$ cat src/rtl/io_bus_responder.sv
// Memory-mapped I/O responder for KEY/SW inputs and HEX/LEDR outputs.
// Define IO_DEBOUNCE_EN to enable the per-group input debounce counters.
module io_bus_responder #(
  parameter int                       DBITS           = 32,
  parameter logic [DBITS-1:0]         ADDR_HEX        = 32'hF000_0000,
  parameter logic [DBITS-1:0]         ADDR_LEDR       = 32'hF000_0004,
  parameter logic [DBITS-1:0]         ADDR_KEY        = 32'hF000_0010,
  parameter logic [DBITS-1:0]         ADDR_SW         = 32'hF000_0014,
  parameter logic [DBITS-1:0]         ADDR_KCTRL      = 32'hF000_0110,
  parameter logic [DBITS-1:0]         ADDR_SCTRL      = 32'hF000_0114,
  parameter int                       DEBOUNCE_BITS   = 20,
  parameter logic [DEBOUNCE_BITS-1:0] DEBOUNCE_CYCLES = 20'd500000
) (
  input  logic             clk,
  input  logic             reset,
  input  logic [DBITS-1:0] addr,
  input  logic             wr_en,
  input  logic             rd_en,
  input  logic [DBITS-1:0] wr_data,
  output logic [DBITS-1:0] rd_data,
  output logic             is_io,
  input  logic [3:0]       key_in,
  input  logic [9:0]       sw_in,
  output logic [15:0]      hex_out,
  output logic [9:0]       ledr_out
);

  logic [3:0]  key_sync1_q, key_sync1_d;
  logic [9:0]  sw_sync1_q, sw_sync1_d;
  logic [3:0]  key_stable_q, key_stable_d;
  logic [9:0]  sw_stable_q, sw_stable_d;
  logic [15:0] hex_q, hex_d;
  logic [9:0]  ledr_q, ledr_d;
  logic        k_rdy_q, k_rdy_d, k_ovr_q, k_ovr_d, k_ie_q, k_ie_d;
  logic        s_rdy_q, s_rdy_d, s_ovr_q, s_ovr_d, s_ie_q, s_ie_d;
  logic        key_evt, sw_evt;
  logic        k_rdy_clr, k_ovr_clr, s_rdy_clr, s_ovr_clr;
  logic        wr_kctrl, wr_sctrl;
  logic        unused_ok;

`ifdef IO_DEBOUNCE_EN
  localparam logic [DEBOUNCE_BITS-1:0] DB_LAST =
    DEBOUNCE_CYCLES - {{(DEBOUNCE_BITS-1){1'b0}}, 1'b1};

  logic [3:0]               key_sync2_q, key_sync2_d;
  logic [9:0]               sw_sync2_q, sw_sync2_d;
  logic [3:0]               key_sync;
  logic [DEBOUNCE_BITS-1:0] key_cnt_q, key_cnt_d, sw_cnt_q, sw_cnt_d;

  always_comb begin
    key_sync2_d  = key_sync1_q;
    sw_sync2_d   = sw_sync1_q;
    key_sync     = ~key_sync2_q;
    key_stable_d = key_stable_q;
    sw_stable_d  = sw_stable_q;
    key_cnt_d    = key_cnt_q;
    sw_cnt_d     = sw_cnt_q;
    if (key_sync == key_stable_q) begin
      key_cnt_d = '0;
    end else if (key_cnt_q == DB_LAST) begin
      key_stable_d = key_sync;
      key_cnt_d    = '0;
    end else begin
      key_cnt_d = key_cnt_q + 1'b1;
    end
    if (sw_sync2_q == sw_stable_q) begin
      sw_cnt_d = '0;
    end else if (sw_cnt_q == DB_LAST) begin
      sw_stable_d = sw_sync2_q;
      sw_cnt_d    = '0;
    end else begin
      sw_cnt_d = sw_cnt_q + 1'b1;
    end
  end

  always_ff @(posedge clk or posedge reset) begin
    if (reset) begin
      key_sync2_q <= 4'hF;
      sw_sync2_q  <= '0;
      key_cnt_q   <= '0;
      sw_cnt_q    <= '0;
    end else begin
      key_sync2_q <= key_sync2_d;
      sw_sync2_q  <= sw_sync2_d;
      key_cnt_q   <= key_cnt_d;
      sw_cnt_q    <= sw_cnt_d;
    end
  end

  assign unused_ok = ^wr_data[DBITS-1:16];
`else
  // Without debounce the stable register doubles as the second sync stage,
  // giving the two-cycle acceptance latency.
  always_comb begin
    key_stable_d = ~key_sync1_q;
    sw_stable_d  = sw_sync1_q;
  end

  assign unused_ok = ^{wr_data[DBITS-1:16], DEBOUNCE_CYCLES};
`endif

  assign key_evt = (key_stable_d != key_stable_q);
  assign sw_evt  = (sw_stable_d != sw_stable_q);
  assign is_io   = (addr[DBITS-1:DBITS-4] == 4'hF);

  assign wr_kctrl  = wr_en && (addr == ADDR_KCTRL);
  assign wr_sctrl  = wr_en && (addr == ADDR_SCTRL);
  assign k_rdy_clr = (wr_kctrl && !wr_data[0]) || (rd_en && (addr == ADDR_KEY));
  assign k_ovr_clr = wr_kctrl && !wr_data[2];
  assign s_rdy_clr = (wr_sctrl && !wr_data[0]) || (rd_en && (addr == ADDR_SW));
  assign s_ovr_clr = wr_sctrl && !wr_data[2];

  always_comb begin
    key_sync1_d = key_in;
    sw_sync1_d  = sw_in;
    hex_d       = hex_q;
    ledr_d      = ledr_q;
    if (wr_en && (addr == ADDR_HEX))  hex_d  = wr_data[15:0];
    if (wr_en && (addr == ADDR_LEDR)) ledr_d = wr_data[9:0];
    k_ie_d  = wr_kctrl ? wr_data[4] : k_ie_q;
    s_ie_d  = wr_sctrl ? wr_data[4] : s_ie_q;
    // An event beats a same-cycle clear of ready; overrun needs ready to survive.
    k_rdy_d = key_evt || (k_rdy_q && !k_rdy_clr);
    k_ovr_d = (k_ovr_q && !k_ovr_clr) || (key_evt && k_rdy_q && !k_rdy_clr);
    s_rdy_d = sw_evt || (s_rdy_q && !s_rdy_clr);
    s_ovr_d = (s_ovr_q && !s_ovr_clr) || (sw_evt && s_rdy_q && !s_rdy_clr);
  end

  always_ff @(posedge clk or posedge reset) begin
    if (reset) begin
      key_sync1_q  <= 4'hF;
      sw_sync1_q   <= '0;
      key_stable_q <= '0;
      sw_stable_q  <= '0;
      hex_q        <= '0;
      ledr_q       <= '0;
      k_rdy_q      <= 1'b0;
      k_ovr_q      <= 1'b0;
      k_ie_q       <= 1'b0;
      s_rdy_q      <= 1'b0;
      s_ovr_q      <= 1'b0;
      s_ie_q       <= 1'b0;
    end else begin
      key_sync1_q  <= key_sync1_d;
      sw_sync1_q   <= sw_sync1_d;
      key_stable_q <= key_stable_d;
      sw_stable_q  <= sw_stable_d;
      hex_q        <= hex_d;
      ledr_q       <= ledr_d;
      k_rdy_q      <= k_rdy_d;
      k_ovr_q      <= k_ovr_d;
      k_ie_q       <= k_ie_d;
      s_rdy_q      <= s_rdy_d;
      s_ovr_q      <= s_ovr_d;
      s_ie_q       <= s_ie_d;
    end
  end

  always_comb begin
    rd_data = '0;
    case (addr)
      ADDR_HEX:   rd_data[15:0] = hex_q;
      ADDR_LEDR:  rd_data[9:0]  = ledr_q;
      ADDR_KEY:   rd_data[3:0]  = key_stable_q;
      ADDR_SW:    rd_data[9:0]  = sw_stable_q;
      ADDR_KCTRL: rd_data[4:0]  = {k_ie_q, 1'b0, k_ovr_q, 1'b0, k_rdy_q};
      ADDR_SCTRL: rd_data[4:0]  = {s_ie_q, 1'b0, s_ovr_q, 1'b0, s_rdy_q};
      default:    rd_data       = '0;
    endcase
  end

  assign hex_out  = hex_q;
  assign ledr_out = ledr_q;

endmodule

$ cat config.mk
export PLATFORM = sky130hd
export DESIGN_NAME = io_bus_responder
export DESIGN_NICKNAME = d
export VERILOG_FILES = /design/src/rtl/io_bus_responder.sv
export SDC_FILE = /design/constraint.sdc
export NUM_CORES = 1
export LEC_CHECK = 0
export ABC_AREA = 0
export BUFFER_PORTS_ARGS = -buffer_cell sky130_fd_sc_hd__buf_2
export CORE_ASPECT_RATIO = 0.75
export CORE_MARGIN = 5
export CORE_UTILIZATION = 46
export DETAILED_ROUTE_END_ITERATION = 16
export PLACE_DENSITY = 0.82
export SETUP_SLACK_MARGIN = 0.02
export SLEW_MARGIN = 10
export SYNTH_ARGS = -nofsm -noshare
export SYNTH_HDL_FRONTEND = slang
export SYNTH_SLANG_ARGS = --single-unit
$ cat constraint.sdc
create_clock -name clk -period 1.7 [get_ports clk]
set_input_delay 0 -clock clk [delete_from_list [all_inputs] [get_ports clk]]
set_output_delay 0 -clock clk [all_outputs]
set_load 0.03 [all_outputs]
# Yosys cells after proc, flatten, opt, wreduce, memory -nomap -nowiden
# Cells that the tools add are included.
# op_classes
eq_ne	9
n_mux	4
bitwise	1
n_reduce_logical	30
# ops
cell	n
32-bit equality test (second input constant)	6
4-bit one-hot mux with 6 select lines	1
1-bit logical AND	18
5-bit one-hot mux with 3 select lines	1
10-bit inequality test	1
1-bit zero test	6
1-bit logical OR	6
6-bit 2-to-1 mux	1
1-bit one-hot mux with 5 select lines	1
4-bit equality test (second input constant)	1
4-bit inequality test	1
4-bit inverter	1
# word_totals
register_bits	60
inputBits	82
output_inout_bits	59

# Longest topological paths before layout
# Gate-level depths: netlist of run 1.
# logic_depth
word_depth	7
depth_mapped	6
mapped_depth_nobuf	4

# Least setup slack after synthesis of run 1
# Ideal clock, no wire load.
# synth_path
kind	input -> output
from	input addr[3]
to	output rd_data[4]
arrival_ns	1.929
required_time_ns	1.700
setup_slack_ns	-0.229
cell_stages	6
path_buffers	2
path_cell_list	nor4b_1 -> clkbuf_1 -> clkbuf_1 -> a32o_1 -> nand4_1 -> a21boi_0
# synth_between
elab_chain_len	2
elab_cells_between_ends	6
# synth_rtl
element	line_no	rtl
start: declaration	16	input logic [DBITS-1:0] addr,
32-bit equality test	161	case (addr)
1-bit one-hot mux with 5 select lines (*)	161	
end: declaration	20	output logic [DBITS-1:0] rd_data,
# Every way passes the cells marked *; elsewhere a longest branch is shown, timed or not.

# Final worst setup path of run 1
# layout_path
from	input addr[9]
to	output rd_data[3]
# layout_between
elab_chain_len	2
elab_cells_between_ends	7
# layout_rtl
element	line_no
32-bit equality test	161
4-bit one-hot mux with 6 select lines (*)	161
# Marks and branches as above.

==> results.md, run 1 <==
- Status: complete, no violations
- Max cap viols: 0
- Rel. slew slack: 62.84%
- CTS Root Cell: clkbuf_8
- DR vias: 2486
- DRT Wirelength: 8161 um
- Final Skew: 0.007454 ns
- Routability Congestion: 0.8476
- Nets: 476
- Gate power share: 10.3%
- Diode count: 0
- PortBufs: 108
- P_int: 2.575 mW
- Placed insts: 429
- Wire per inst: 17.00 um
- I/O pin count: 141
- Met1 wire length: 3317 um
- Remaining Overflow, GRT: 0
- Hold slack: 0.1118 ns
- Top-area cell type share of the netlist area: 48.70%
- Final period util: 94.41%
- Yosys reg bits: 60
- Rows: 25
- CTS Buf Count: 9
- CP Launch Type: input pin
- Syn avg cell area: 12.40 sq um
- Hold Crit Class: input pin to flip-flop
- Async SR Flop Fraction: 100.0%
- RSZ-0062 raised after global routing: true
- Yosys cell types: 40
- Iteration count of the initial detailed-routing pass: 4
- Gate Count Post-Synth: 232
- DRT iter0 DRCs: 110
- Die X-Extent: 101.3 um
- TNS Setup: 0 ns
- WL met2: 4053 um
- Place WS: -0.01196 ns
- Clock-pin slew on the worst setup and hold paths: 0.06 ns
- Vias in the first global route: 2540
- Worst Setup Path Type: input pin to output pin
- Sink Count: 60
- Final setup vio count: 0
- Metal3 WL: 643 um
- Largest net degree at the start of global routing: 37
- DRC violations left: 0
- Final Hold Viols: 0
- Clk_lat worst skew: 0.33 ns
- WP data arrival: 1.60 ns
- Starting Density: 46.46%
- GRT Total Usage: 20.50%
- Leakage: 2.085 nW
- Minimum clock period: 1.605 ns
- Die area: 7954 sq um
- Worst-case clock buffer depth: 2
- First-pass GRT wire length: 12570 um
- Net switching power: 0.7422 mW
- Top Metal Used: met4
- Register area share after synthesis: 52.35%
- Power share of the clock group: 44.7%
- Die height: 78.50 um
- Design Power: 3.317 mW
- Area delta synth->final: 46.65%
- Area contributors post-synth: dfrtp_1 (49%), mux2_2 (13%), buf_4 (4.2%)
- Worst slew pin tran: 0.5522 ns
- Non-Filler Instances: 480
- Synth Warn #: 0
- H-tree depth: 3
- Top FF cell, synth: dfrtp_1
- Vias/cell: 5.179
- TritonCTS clock tree: built
- Crit Path Max Fanout: 2
- Pwr Density: 786.1 nW/um^2
- Critical Path RT: 1.70 ns
- Antenna viol nets, final: 0
- Post-Syn Area: 2878 sq um
- Reg power frac: 45.0%
- Switching Share: 22.37%
- Initial antenna violation count: 0
- Peak Freq: 0.6231 GHz
- Post-synth top area cell: dfrtp_1
- Fillers: 469
- Pins over their slew limit: 0
- Final worst slack: 0.09503 ns
- Worst setup EP type: output pin
- HPWL Detailed: 5626 um
- Peak supply drop: 0.6472 mV
- Share of cells above drive strength 1: 50.13%
- Post-synth EDFFs: 0
- CORE AREA: 6193 sq um
==> sequential cells by signal (all words and copies together) (netlist names), 4 cells and up <==
name          cells
hex_out          16
ledr_out         10
sw_stable_d      10
sw_stable_q      10
key_stable_q      4
key_sync1_q       4
==> Yosys cell counts, drive strengths merged (3+ instances only) <==
cell type and instances:
and2 6, nand4 7, xnor2 12, buf 17, a32o 6, nor2 4, nor3 8, dfstp 4
nor4 17, inv 9, clkbuf 6, dfrtp 56, nand2 4, mux2 34, nand3 3, a22oi 9
==> area by class of cell <==
class	instances	area, sq um	area share, %
clock inverters	3	67.56	1.601
inverters	9	33.78	0.8005
well taps	81	101.3	2.401
multi-input cells	155	1291	30.60
clock buffers	13	168.9	4.002
flip-flops and latches	60	1506	35.70
repair buffers	159	1051	24.90
==> layout by cell type (no fill, tap or decap), types with 3 or more instances in the layout <==
cell type | synthesis | routed
nand4_1 | 7 | 7
nand3_1 | 3 | 3
nor2_1 | 4 | 4
dlygate4sd3_1 | 0 | 31
and2_1 | 6 | 6
inv_1 | 9 | 8
nand2_1 | 4 | 4
nor3_1 | 8 | 8
buf_12 | 0 | 3
dfrtp_1 | 56 | 56
conb_1 | 1 | 16
a22oi_1 | 9 | 9
dfstp_2 | 4 | 4
clkbuf_8 | 0 | 12
xnor2_1 | 12 | 12
nor4_2 | 1 | 4
nor4_1 | 13 | 9
mux2_2 | 34 | 34
a32o_1 | 6 | 6
buf_2 | 0 | 103
buf_4 | 16 | 22
nor4_4 | 3 | 4
==> metrics by stage <==
stage | cell area [sq um] | util [%]
final | 4220 | 68.14
after global routing | 4220 | 68.14
after CTS | 4156 | 67.11
after detailed placement | 3610 | 58.28
after global placement | 3610 | 58.28
after floorplan | 2945 | -
==> power by group through the flow <==
stage / clock [mW] / sequential (mW) / combinational, mW
global placement: 0 / 1.52 / 0.274
CTS: 1.50 / 1.49 / 0.335
detailed placement: 0 / 1.52 / 0.279
global route: 1.58 / 1.49 / 0.373
floorplan: 0 / 1.51 / 0.176
finish: 1.48 / 1.49 / 0.342
==> worst max-delay path, cell delays in order <==
cell and delay [ns]:
buf_2 0.11, nor4_2 0.26, buf_4 0.15, nand4_1 0.17, buf_4 0.21, or2_2 0.31
a211oi_2 0.16, buf_2 0.23
==> layer usage <==
layer  vias to the layer above  global-route usage, %
met5                         -                      0
met4                         0                  5.710
met3                        14                  5.417
met2                       113                  34.73
met1                      1201                  25.78
li1                       1158                      -
==> cell families after synthesis <==
logic type                synth area share, %
other                                  0.1303
and+or+nand+nor                         15.30
AOI/OAI and AO/OA                       8.131
muxes                                   13.30
buffers and inverters                   6.522
xor gates and xnor gates                4.261
DFF                                     52.35
==> repair_timing <==
action	CTS	global route
hold endpoints to repair	67	0
hold buffers	31	0
setup endpoints to repair	0	12
gates resized for setup	0	16
setup buffers	0	3
==> final timing paths <==
kind	startpoint	end	slack (ns)	depth (start not counted)
min in group asynchronous	reset	sw_stable_d[7]	0.26	3
worst min register to register	sw_stable_d[8]	sw_stable_q[8]	0.39	0
max in group asynchronous	reset	key_sync1_q[1]	0.79	4
worst max-delay path	addr[9]	rd_data[3]	0.1	8
worst max register to register	sw_stable_q[3]	s_rdy_q	0.26	4
worst min-delay path	rd_en	s_rdy_q	0.11	4
No activity file was read; power rests on OpenSTA's default activity.
==> run 2: changes to the inputs <==
Settings changed: CORE_ASPECT_RATIO 0.75 to 0.8.
==> run 2 against run 1 <==
Combinational power increased by 1%. Largest cell class unchanged. Critical endpoint is now rd_data[5]. Critical path depth unchanged. Sequential power about the same. Clock skew increased by 0.0020 ns. Count of clock-buffer cells in the layout increased by 1. Via count about the same. Final area unchanged. Final cell count increased by 0.42%. Flip-flop and latch count unchanged.
==> results.md, run 2 (synthesis gave the netlist of run 1 again) <==
- Status: complete, no violations
- Nets: 477
- Rows: 25
- Minimum clock period: 1.606 ns
- GRT Total Usage: 20.24%
- Net switching power: 0.7024 mW
- I/O pin count: 141
- Clock-pin slew on the worst setup and hold paths: 0.05 ns
- Pins over their slew limit: 0
- DRT Wirelength: 8043 um
- Remaining Overflow, GRT: 0
- H-tree depth: 3
- Final period util: 94.44%
- Switching Share: 23.02%
- Most frequent cells in the layout: buf_2 (95), dfrtp_1 (56), mux2_2 (34), dlygate4sd3_1 (31), buf_4 (28)
- WP data arrival: 1.61 ns
- Power share of the clock group: 39.8%
- Peak Freq: 0.6228 GHz
- Worst setup EP type: output pin
- Non-Filler Instances: 482
- DRT iter0 DRCs: 110
- Final Skew: 0.009448 ns
- Register area: 1506 sq um
- Fin area: 4220 sq um
- Fillers: 433
- Largest net degree at the start of global routing: 61
- Rel. slew slack: 67.17%
- Pwr Density: 723.1 nW/um^2
- Final Hold Viols: 0
- TNS Setup: 0 ns
- Wire per inst: 16.69 um
- Share of cells above drive strength 1: 49.25%
- First-pass GRT wire length: 12640 um
- Die area: 7948 sq um
- Die X-Extent: 98.43 um
- Crit Path Max Fanout: 6
- CORE AREA: 6006 sq um
- CTS Buf Count: 9
- Crit path cell chain: buf_2, nor4_4, buf_4, nand4_1, nor4_4, buf_6, a32o_1, buf_4
- TritonCTS clock tree: built
- Commonest non-fill, non-tap cell in the layout: buf_2
- DP Area: 3602 sq um
- PortBufs: 108
- Worst-case clock buffer depth: 2
- RSZ-0062 raised after global routing: true
- Vias in the first global route: 2574
- Starting Density: 47.92%
- DR vias: 2484
- Max FFs per register: 16
- Multi-input gate area: 1303 sq um
- Sink Count: 60
- CP max stage cell: nor4_4
- Reg power frac: 48.9%
- Initial antenna violation count: 0
- CP peak stage delay: 0.38 ns
- CP Launch Type: input pin
- Die height: 80.75 um
- HPWL Detailed: 5607 um
- Placed insts: 428
- Design Power: 3.052 mW
- Leakage: 2.076 nW
- Peak supply drop: 0.6665 mV
- Max cap viols: 0
- Area delta synth->final: 46.65%
- Gate power share: 11.3%
- P_int: 2.349 mW
- DRC violations left: 0
- Hold Crit Class: input pin to flip-flop
- Worst Setup Path Type: input pin to output pin
- CTS Root Cell: clkbuf_8
- Worst slew pin tran: 0.4861 ns
- Antenna viol nets, final: 0
- Vias/cell: 5.154
- Routability Congestion: 0.8491
- Clk_lat worst skew: 0.32 ns
- Final setup vio count: 0
- Iteration count of the initial detailed-routing pass: 4
- Critical Path RT: 1.70 ns
run 2: power groups by stage:
stage	Clock (mW)	Combinational, mW	Sequential, mW
after global routing	1.30	0.377	1.49
after CTS	1.23	0.334	1.49
after detailed placement	0	0.278	1.52
after global placement	0	0.272	1.52
final	1.21	0.346	1.49
after floorplan	0	0.176	1.51
run 2: worst max-delay path, delay by kind of cell:
kind / cells / cell delay (ns)
AND/OR/NAND/NOR: 3 / 0.80
buffers and inverters: 4 / 0.63
AO/OA/AOI/OAI: 1 / 0.17
run 2: final timing paths:
check                                     from             end  slack (ns)  cells after the start
worst min-delay path                     rd_en         s_rdy_q        0.14                      4
worst max-delay path                   addr[9]      rd_data[5]        0.09                      8
max in group asynchronous                reset  key_sync1_q[1]        1.12                      4
worst min register to register  sw_stable_d[4]  sw_stable_q[4]        0.39                      0
min in group asynchronous                reset     ledr_out[5]        0.27                      4
worst max register to register  sw_stable_q[3]         s_rdy_q        0.25                      4
run 2: area by class of cell:
class / count / share of cell area [%]
Antenna cell: 1 / 0.05929
Timing Repair Buffer: 160 / 25.73
Clock buffer: 14 / 3.617
Multi-Input combinational cell: 155 / 30.86
Sequential cell: 60 / 35.70
Clock inverter: 2 / 0.8301
Inverter: 9 / 0.8005
Tap cell: 81 / 2.401
run 2: layer usage:
layer	GRT usage [%]	vias to the layer above	routed length (um)
li1	-	1161	-
met1	25.11	1208	3337
met2	33.81	103	3911
met3	4.893	12	657
met4	9.413	0	137
met5	0	-	0
run 2: stage by stage:
stage                     utilization [%]  setup WS, ns  hold slack (ns)
after floorplan                         -      -0.05124         0.004478
after CTS                           68.27       0.08390           0.1079
after global placement              59.98       0.02436          0.07914
final                               70.27       0.09445           0.1412
after global routing                70.23      -0.01380           0.1795
after detailed placement            59.98      -0.01112          0.07839
run 2: repair_timing:
item | 4_1_cts | 5_1_grt
endpoints found under the setup margin | 0 | 12
hold buffers | 31 | 0
resized for setup | 0 | 33
hold endpoints to repair | 103 | 0
setup buffers | 0 | 5
